`config.mk`:
```
export PLATFORM = sky130hd
export DESIGN_NAME = alu_result_tx
export DESIGN_NICKNAME = d
export VERILOG_FILES = /design/src/rtl/alu_result_tx_pkg.sv /design/src/rtl/alu_result_tx_baud_cnt.sv /design/src/rtl/alu_result_tx.sv
export SDC_FILE = /design/constraint.sdc
export NUM_CORES = 1
export LEC_CHECK = 0
export CAP_MARGIN = 20
export CORE_ASPECT_RATIO = 0.5
export CORE_UTILIZATION = 38
export DETAILED_ROUTE_END_ITERATION = 16
export RECOVER_POWER = 100
export SYNTH_ARGS = -nofsm -noshare
export SYNTH_HDL_FRONTEND = slang
export SYNTH_SLANG_ARGS = --single-unit
```
`constraint.sdc`:
```
create_clock -name Clk -period 2.07 [get_ports Clk]
set_clock_uncertainty 0.05 [all_clocks]
set_input_delay 0.414 -clock Clk [delete_from_list [all_inputs] [get_ports Clk]]
set_output_delay 0.414 -clock Clk [all_outputs]
set_load 0.01 [all_outputs]
```
`src/rtl/alu_result_tx_pkg.sv`:
```
// Shared types and constants for the ALU result serial transmitter.
package alu_result_tx_pkg;

  localparam int DATA_W_DEF   = 4;
  localparam int BAUD_DIV_DEF = 4;

  localparam logic START_BIT  = 1'b0;
  localparam logic STOP_BIT   = 1'b1;
  localparam int   FRAME_BITS = DATA_W_DEF + 4;

  typedef enum logic [2:0] {
    ST_IDLE   = 3'd0,
    ST_START  = 3'd1,
    ST_DATA   = 3'd2,
    ST_CARRY  = 3'd3,
    ST_PARITY = 3'd4,
    ST_STOP   = 3'd5
  } tx_state_e;

endpackage

```
`src/rtl/alu_result_tx_baud_cnt.sv`:
```
// Modulo-BAUD_DIV bit timer; bit_end strikes on the last cycle of each bit.
// Shared with the receive path, so it carries no knowledge of frame layout.
module alu_tx_baud_cnt
  import alu_result_tx_pkg::*;
#(
  parameter int BAUD_DIV = BAUD_DIV_DEF
) (
  input  logic Clk,
  input  logic Reset,
  input  logic clr,
  input  logic en,
  output logic bit_end
);

  localparam int CNT_W = (BAUD_DIV > 1) ? $clog2(BAUD_DIV) : 1;
  localparam logic [CNT_W-1:0] LAST = CNT_W'(BAUD_DIV - 1);

  logic [CNT_W-1:0] cnt_q, cnt_d;

  assign bit_end = en && (cnt_q == LAST);

  // Next count: clear wins, otherwise wrap at LAST while enabled.
  always_comb begin
    cnt_d = cnt_q;
    if (clr) begin
      cnt_d = '0;
    end else if (en) begin
      cnt_d = (cnt_q == LAST) ? '0 : cnt_q + 1'b1;
    end
  end

  // Counter register with synchronous reset.
  always_ff @(posedge Clk) begin
    if (Reset) cnt_q <= '0;
    else       cnt_q <= cnt_d;
  end

endmodule

```
`src/rtl/alu_result_tx.sv`:
```
// ALU result transmitter: one-deep holding buffer plus a framed serialiser.
//
// state     | meaning
// ----------+-----------------------------------------------
// ST_IDLE   | line idle; starts a frame from buffer or bypass
// ST_START  | start bit
// ST_DATA   | result bits, LSB first, indexed by idx_q
// ST_CARRY  | carry-out bit
// ST_PARITY | even parity over result and carry
// ST_STOP   | stop bit; chains straight into ST_START if buffered
//
// All outputs are registered copies of the state, so the line trails the
// internal FSM by one cycle.
module alu_result_tx
  import alu_result_tx_pkg::*;
#(
  parameter int DATA_W   = DATA_W_DEF,
  parameter int BAUD_DIV = BAUD_DIV_DEF
) (
  input  logic              Clk,
  input  logic              Reset,
  input  logic              Load,
  input  logic [DATA_W-1:0] Result,
  input  logic              Carry,
  output logic              Ready,
  output logic              Busy,
  output logic              Tx,
  output logic              Done
);

  localparam int IDX_W = (DATA_W > 1) ? $clog2(DATA_W) : 1;
  localparam logic [IDX_W-1:0] LAST_IDX = IDX_W'(DATA_W - 1);

  tx_state_e         state_q, state_d;
  logic [DATA_W-1:0] data_q, data_d;
  logic              carry_q, carry_d;
  logic              par_q, par_d;
  logic [IDX_W-1:0]  idx_q, idx_d;
  logic [DATA_W-1:0] buf_data_q, buf_data_d;
  logic              buf_carry_q, buf_carry_d;
  logic              buf_full_q, buf_full_d;
  logic              tx_q, tx_d;
  logic              busy_q, busy_d;
  logic              done_q, done_d;

  logic              bit_end;
  logic              accept;
  logic              in_frame;
  logic              load_en;
  logic [DATA_W-1:0] load_data;
  logic              load_carry;

  assign accept   = Load && !buf_full_q;
  assign in_frame = (state_q != ST_IDLE);

  alu_tx_baud_cnt #(.BAUD_DIV(BAUD_DIV)) u_baud (
    .Clk     (Clk),
    .Reset   (Reset),
    .clr     (!in_frame),
    .en      (in_frame),
    .bit_end (bit_end)
  );

  // Frame sequencing, buffer bookkeeping and next values of the line outputs.
  always_comb begin
    state_d     = state_q;
    data_d      = data_q;
    carry_d     = carry_q;
    par_d       = par_q;
    idx_d       = idx_q;
    buf_data_d  = buf_data_q;
    buf_carry_d = buf_carry_q;
    buf_full_d  = buf_full_q;
    load_en     = 1'b0;
    load_data   = buf_data_q;
    load_carry  = buf_carry_q;

    case (state_q)
      ST_IDLE: begin
        if (buf_full_q) begin
          load_en    = 1'b1;
          buf_full_d = 1'b0;
        end else if (accept) begin
          load_en    = 1'b1;
          load_data  = Result;
          load_carry = Carry;
        end
      end
      ST_START: begin
        if (bit_end) begin
          state_d = ST_DATA;
          idx_d   = '0;
        end
      end
      ST_DATA: begin
        if (bit_end) begin
          if (idx_q == LAST_IDX) begin
            state_d = ST_CARRY;
            idx_d   = '0;
          end else begin
            idx_d = idx_q + 1'b1;
          end
        end
      end
      ST_CARRY: begin
        if (bit_end) state_d = ST_PARITY;
      end
      ST_PARITY: begin
        if (bit_end) state_d = ST_STOP;
      end
      ST_STOP: begin
        if (bit_end) begin
          if (buf_full_q) begin
            load_en    = 1'b1;
            buf_full_d = 1'b0;
          end else begin
            state_d = ST_IDLE;
          end
        end
      end
      default: state_d = ST_IDLE;
    endcase

    if (load_en) begin
      state_d = ST_START;
      idx_d   = '0;
      data_d  = load_data;
      carry_d = load_carry;
      par_d   = (^load_data) ^ load_carry;
    end

    // While a frame is running, accepts park in the buffer. Accept needs an
    // empty buffer, so it never collides with a drain in the same cycle.
    if (accept && in_frame) begin
      buf_data_d  = Result;
      buf_carry_d = Carry;
      buf_full_d  = 1'b1;
    end

    case (state_q)
      ST_START:  tx_d = START_BIT;
      ST_DATA:   tx_d = data_q[idx_q];
      ST_CARRY:  tx_d = carry_q;
      ST_PARITY: tx_d = par_q;
      default:   tx_d = STOP_BIT;
    endcase
    busy_d = in_frame;
    done_d = (state_q == ST_STOP) && bit_end;
  end

  // State and output registers with synchronous reset.
  always_ff @(posedge Clk) begin
    if (Reset) begin
      state_q     <= ST_IDLE;
      data_q      <= '0;
      carry_q     <= 1'b0;
      par_q       <= 1'b0;
      idx_q       <= '0;
      buf_data_q  <= '0;
      buf_carry_q <= 1'b0;
      buf_full_q  <= 1'b0;
      tx_q        <= 1'b1;
      busy_q      <= 1'b0;
      done_q      <= 1'b0;
    end else begin
      state_q     <= state_d;
      data_q      <= data_d;
      carry_q     <= carry_d;
      par_q       <= par_d;
      idx_q       <= idx_d;
      buf_data_q  <= buf_data_d;
      buf_carry_q <= buf_carry_d;
      buf_full_q  <= buf_full_d;
      tx_q        <= tx_d;
      busy_q      <= busy_d;
      done_q      <= done_d;
    end
  end

  assign Ready = !buf_full_q;
  assign Busy  = busy_q;
  assign Tx    = tx_q;
  assign Done  = done_q;

endmodule
```
Word-level counts from Yosys, hierarchy flattened:

Cells that the tools add are included.

* input bits: 8
* bits in registers: 22

* multiplexer cells: 30
* $add $sub $neg: 2
* equal/unequal tests: 23
* bitwise logic cells: 3
* magnitude comparators: 1
* reduce and logical (&&, ||, !) cells: 16

Operators with widths (number)
* $ne 3x3->1 const B: 8
* $mux 3: 7
* $pmux 3 s6: 1
* $ne 2x2->1 const B: 8
* $reduce_and 8->1: 2
* $mux 4: 3
* $mux 1: 11
* $eq 3x2->1 const B: 2
* $eq 3x3->1 const B: 2
* $mux 2: 3
* $reduce_bool 3->1: 2
* $add 2x1->2 const B: 2
* $eq 2x2->1 const B: 2
* $logic_and 1x1->1: 4
* $pmux 1 s2: 2
* $pmux 1 s4: 1
* $pmux 2 s2: 1
* $reduce_xor 4->1: 1
* $eq 3x1->1 const B: 1
* $logic_not 3->1: 1
* $lt 2x3->1 const B: 1
* $reduce_and 3->1: 1
* $reduce_or 3->1: 1
* $bmux 1 s2: 1
* other kinds (6): 7

Logic depth before layout (Yosys ltp):

* depth after elaboration: 7
* depth in mapped cells: 6
* mapped depth without buffers: 5

By module:

From an unflattened synthesis, not the netlist that was laid out.

* cells, all modules: 127
* area total of the unflattened synthesis: 1242.4 um^2

By module, submodules not included
* alu_result_tx: seq. area each 400.4 um^2, times used 1, cells each 118, area each 1141.1 um^2
* alu_tx_baud_cnt: seq. area each 40.0 um^2, times used 1, cells each 9, area each 101.3 um^2

Least setup slack after synthesis:

OpenSTA, ideal clock, no wires.

* path type: input port to flip-flop
* start: input Load
* end: register data_q[0]
* arrival time: 1.382 ns
* path slack: 0.559 ns
* cell stages on the path: 5
* cell sequence: or3b_1 > a31oi_4 > buf_6 > nor2_1 > a211oi_2

* cells in the longest elaborated chain, start to end: 4
* elaborated cells between the ends (all ways): 7
* classes of those cells: mux (6); reduce/logical (1)

Ends and longest elaborated chain
* start: declaration: RTL line alu_result_tx.sv:22 `input logic Load,`
* $logic_and 1x1->1 (*): RTL line alu_result_tx.sv:53 `assign accept = Load && !buf_full_q;`
* $mux 1 or $mux 4 (tied branches): RTL line alu_result_tx.sv:83 `end else if (accept) begin`
* $mux 1 or $mux 4 (tied branches): RTL line alu_result_tx.sv:80 `if (buf_full_q) begin`
* $pmux 1 s2 or $mux 4 (tied branches): RTL line alu_result_tx.sv:78 `case (state_q)`
* end signal: assignment: RTL line alu_result_tx.sv:167 `data_q <= data_d;`
* end: declaration: RTL line alu_result_tx.sv:35 `logic [DATA_W-1:0] data_q, data_d;`

Mark *: on every way between the ends. The rest lies on a longest branch, timed or not.
A chain may end at the register's enable or synchronous reset.

Worst setup path in the final report:

* start: input Load
* end: register data_q[2]

Same word-level chain as after synthesis.

==> flow_metrics.py <==
metrics = {
    "outcome": {
        "status": "finished clean",
    },
    "die": {
        "core_area_um2": 2720,
        "fp.dieH_um": 40.6,
        "num_io_pins": 12,
        "start_util": 0.417,
        "fp-row-count": 13,
        "die_x_um": 79.2,
        "dieArea_um2": 3220,
    },
    "clocking": {
        "cts_resized": 0,
        "cts-root-buf": "clkbuf_8",
        "cts_max_level": 1,
        "hold_buffers": 0,
        "clock_latency_ns": 0.26,
        "cts-buffers-inserted": 3,
        "clk_pin_slew_ns": 0.08,
        "cts_max_path_buffers": 2,
        "cts_setup_buffers": 0,
        "cts_sinks": 22,
        "tritoncts": "done",
    },
    "power_and_ir_drop": {
        "seq_power_share": 0.500,
        "powerDensity_nw_per_um2": 706,
        "p_int_uw": 698,
        "leakagePower_uw": 0.000504,
        "power_frac_clock": 0.338,
        "p_sw_frac": 0.249,
        "ir_drop_mv": 0.381,
        "pwr-share-comb": 0.162,
        "power_switching_uw": 231,
    },
    "setup_path": {
        "cp_slowest_stage_delay_ns": 0.47,
        "worst-path-buf-inv": 2,
        "critPathLaunch": "Load",
        "path_delay_family": "buffers and inverters",
        "path_max_fanout": 15,
        "crit_chain": "clkdlybuf4s50_1 > or3b_1 > a31oi_1 > buf_12 > nor2_1 > a211oi_1",
        "critPathKind": "in -> reg",
        "r2r_start": "state_q[0]",
        "critPathRequiredTime_ns": 2.20,
        "critical_path_depth": 6,
        "cpMaxStageDelayCell": "clkdlybuf4s50_1",
        "end_kind": "register",
        "cp.arrival_ns": 1.97,
        "r2r_cells": 5,
        "startpoint_type": "primary input",
    },
    "sta": {
        "setup_viol": 0,
        "period_share": 0.891,
        "finalSetupTns_ns": 0,
        "final.min_clock_period_ns": 1.84,
        "rsz0062_at_grt": "false",
        "worstMarginPinSlew_ns": 0.765,
        "hold_viol_final": 0,
        "clock.fmax_mhz": 542,
        "finalMaxSlewViolations": 0,
        "relSlewSlack": 0.490,
    },
    "logic_synthesis": {
        "synth_seq_cells": 22,
        "syn-num-nets": 119,
        "syn_area_um2": 1130,
        "yosysWarnings": 0,
        "seq_area_frac_synth": 0.389,
        "syn_area_per_cell_um2": 10.4,
        "syn_inst": 109,
        "synth_cell_types": 36,
    },
    "final_layout": {
        "final_cell_mix": "dfxtp_1 (22), nor2_1 (19), mux2i_1 (11)",
        "diodes": 0,
        "final_common_cell": "dfxtp_1",
        "area_growth_pct": 16.2,
        "drive_gt1_frac": 0.137,
        "nNetsFinal": 135,
        "stdcell_area_um2": 1320,
        "fillers": 269,
    },
    "placement": {
        "portBuffers": 11,
        "dpl.hpwl_um": 1440,
        "gp_congestion": 0.727,
        "place_area_um2": 1290,
    },
    "global_routing": {
        "grt_use_met2": 0.220,
        "grt_util_met3": 0.0545,
        "met1_usage": 0.188,
        "grt_overflow": 0,
        "grt_pass1_wl_um": 3240,
        "grt_max_degree": 16,
        "antenna_found_initial": 0,
        "grt_pass1_vias": 688,
        "grt_usage": 0.144,
        "top_usage_layer": "met2",
    },
    "hold_path": {
        "hp-start": "u_baud.cnt_q[0]",
        "hp-class": "reg -> reg",
        "whs_path_depth": 1,
    },
    "route": {
        "wl_per_cell_um": 12.4,
        "dr.pass1.iters": 4,
        "dr.first_iter.drc_count": 40,
        "num_vias": 816,
        "drt-total-wl_um": 2000,
        "post-route-drc-count": 0,
        "ant_nets": 0,
        "vias_per_cell": 5.07,
    },
    "flow_run": {
        "drv_cap": 0,
    },
}
synthesized netlist by cell type:
master    count  area (um2)
dfxtp_1      22         440
nand4_1       1        6.26
a41oi_1       1        8.76
a211oi_2      3        37.5
a22oi_1       2        15.0
buf_6         2        22.5
nand3_2       1        10.0
nor4b_1       1        8.76
or3b_4        1        11.3
o21ba_2       1        10.0
o21ai_0       3        15.0
nor3b_2       1        12.5
a22o_1        1        8.76
a31oi_4       1        21.3
nor3_1        2        10.0
mux4_2        1        22.5
clkbuf_8      2        27.5
or3b_1        1        8.76
nor3_2        1        10.0
nor2_1       19        71.3
or2_2         1        6.26
a21oi_1       1        5.00
xnor2_1       2        17.5
inv_1         2        7.51
mux2i_1      11         110
a211oi_1      5        37.5
nand3b_1      1        7.51
o22a_1        1        8.76
xnor3_1       2        45.0
nand2_1       3        11.3
xor2_1        3        26.3
nor2b_1       2        12.5
clkbuf_1      2        7.51
o31ai_1       1        7.51
nor4_1        3        18.8
ha_1          2        25.0
routing by layer:
metal / routed length [um] / vias to the layer above
li1: - / 426
met1: 1040 / 369
met2: 844 / 16
met3: 94 / 5
met4: 18 / 0
met5: 0 / -
worst paths after layout:
path                                        end  slack, ns
worst max-delay path                  data_q[2]       0.23
worst min register to register  u_baud.cnt_q[0]       0.38
worst min-delay path            u_baud.cnt_q[0]       0.38
worst max register to register        data_q[2]       0.34
final cells by class:
type | count | area, um2 | share of cell area
clock buffer | 4 | 55.1 | 0.0418
inverter | 2 | 7.51 | 0.00570
multi-input combinational | 79 | 607 | 0.461
sequential | 22 | 440 | 0.335
tap | 37 | 46.3 | 0.0352
timing repair buffer | 17 | 160 | 0.122
per-stage QoR:
stage | instances | total power (uW) | utilization | hold WS [ns] | setup WS [ns]
final | 161 | 930 | 0.485 | 0.382 | 0.226
after global routing | 161 | 969 | 0.485 | 0.410 | 0.116
after CTS | 161 | 945 | 0.495 | 0.385 | 0.286
after detailed placement | 157 | 634 | 0.474 | 0.372 | 0.0342
after global placement | 157 | 632 | 0.474 | 0.367 | 0.0538
after floorplan | 109 | 584 | - | 0.355 | 0.559
power by group through the flow:
| stage | Clock, uW | Combinational, uW | Sequential [uW] |
|---|---|---|---|
| after floorplan | 0 | 116 | 468 |
| after global placement | 0 | 157 | 475 |
| after detailed placement | 0 | 159 | 475 |
| after CTS | 319 | 161 | 465 |
| after global routing | 335 | 166 | 468 |
| final | 314 | 151 | 464 |
flip-flops by register name, summed over array words and instances (netlist names):
| register | cells |
|---|---|
| Tx | 1 |
| carry_q | 1 |
| data_q | 4 |
| buf_data_q | 4 |
| par_q | 1 |
| buf_full_q | 1 |
| state_q | 3 |
| Busy | 1 |
| buf_carry_q | 1 |
| Done | 1 |
| u_baud.cnt_q | 2 |
| idx_q | 2 |
worst reg2reg max path: stages (launching register included):
cell      delay (ns)
dfxtp_1         0.45
or3b_4          0.42
a31oi_1         0.28
buf_12          0.18
nor2_1          0.05
a211oi_1        0.21
logic make-up (layout without fill, tap and decap cells):
| kind of cell | after synthesis | in the layout | share of synthesized area |
|---|---|---|---|
| flip-flops | 22 | 22 | 0.389 |
| XOR/XNOR | 7 | 7 | 0.0785 |
| multiplexers | 12 | 12 | 0.117 |
| AO/OA/AOI/OAI | 20 | 20 | 0.155 |
| buffers and inverters | 8 | 23 | 0.0575 |
| adder cells (fa/ha/maj) | 2 | 2 | 0.0221 |
| AND/OR/NAND/NOR | 38 | 38 | 0.181 |
Note: power is estimated with default switching activity, not from simulation.
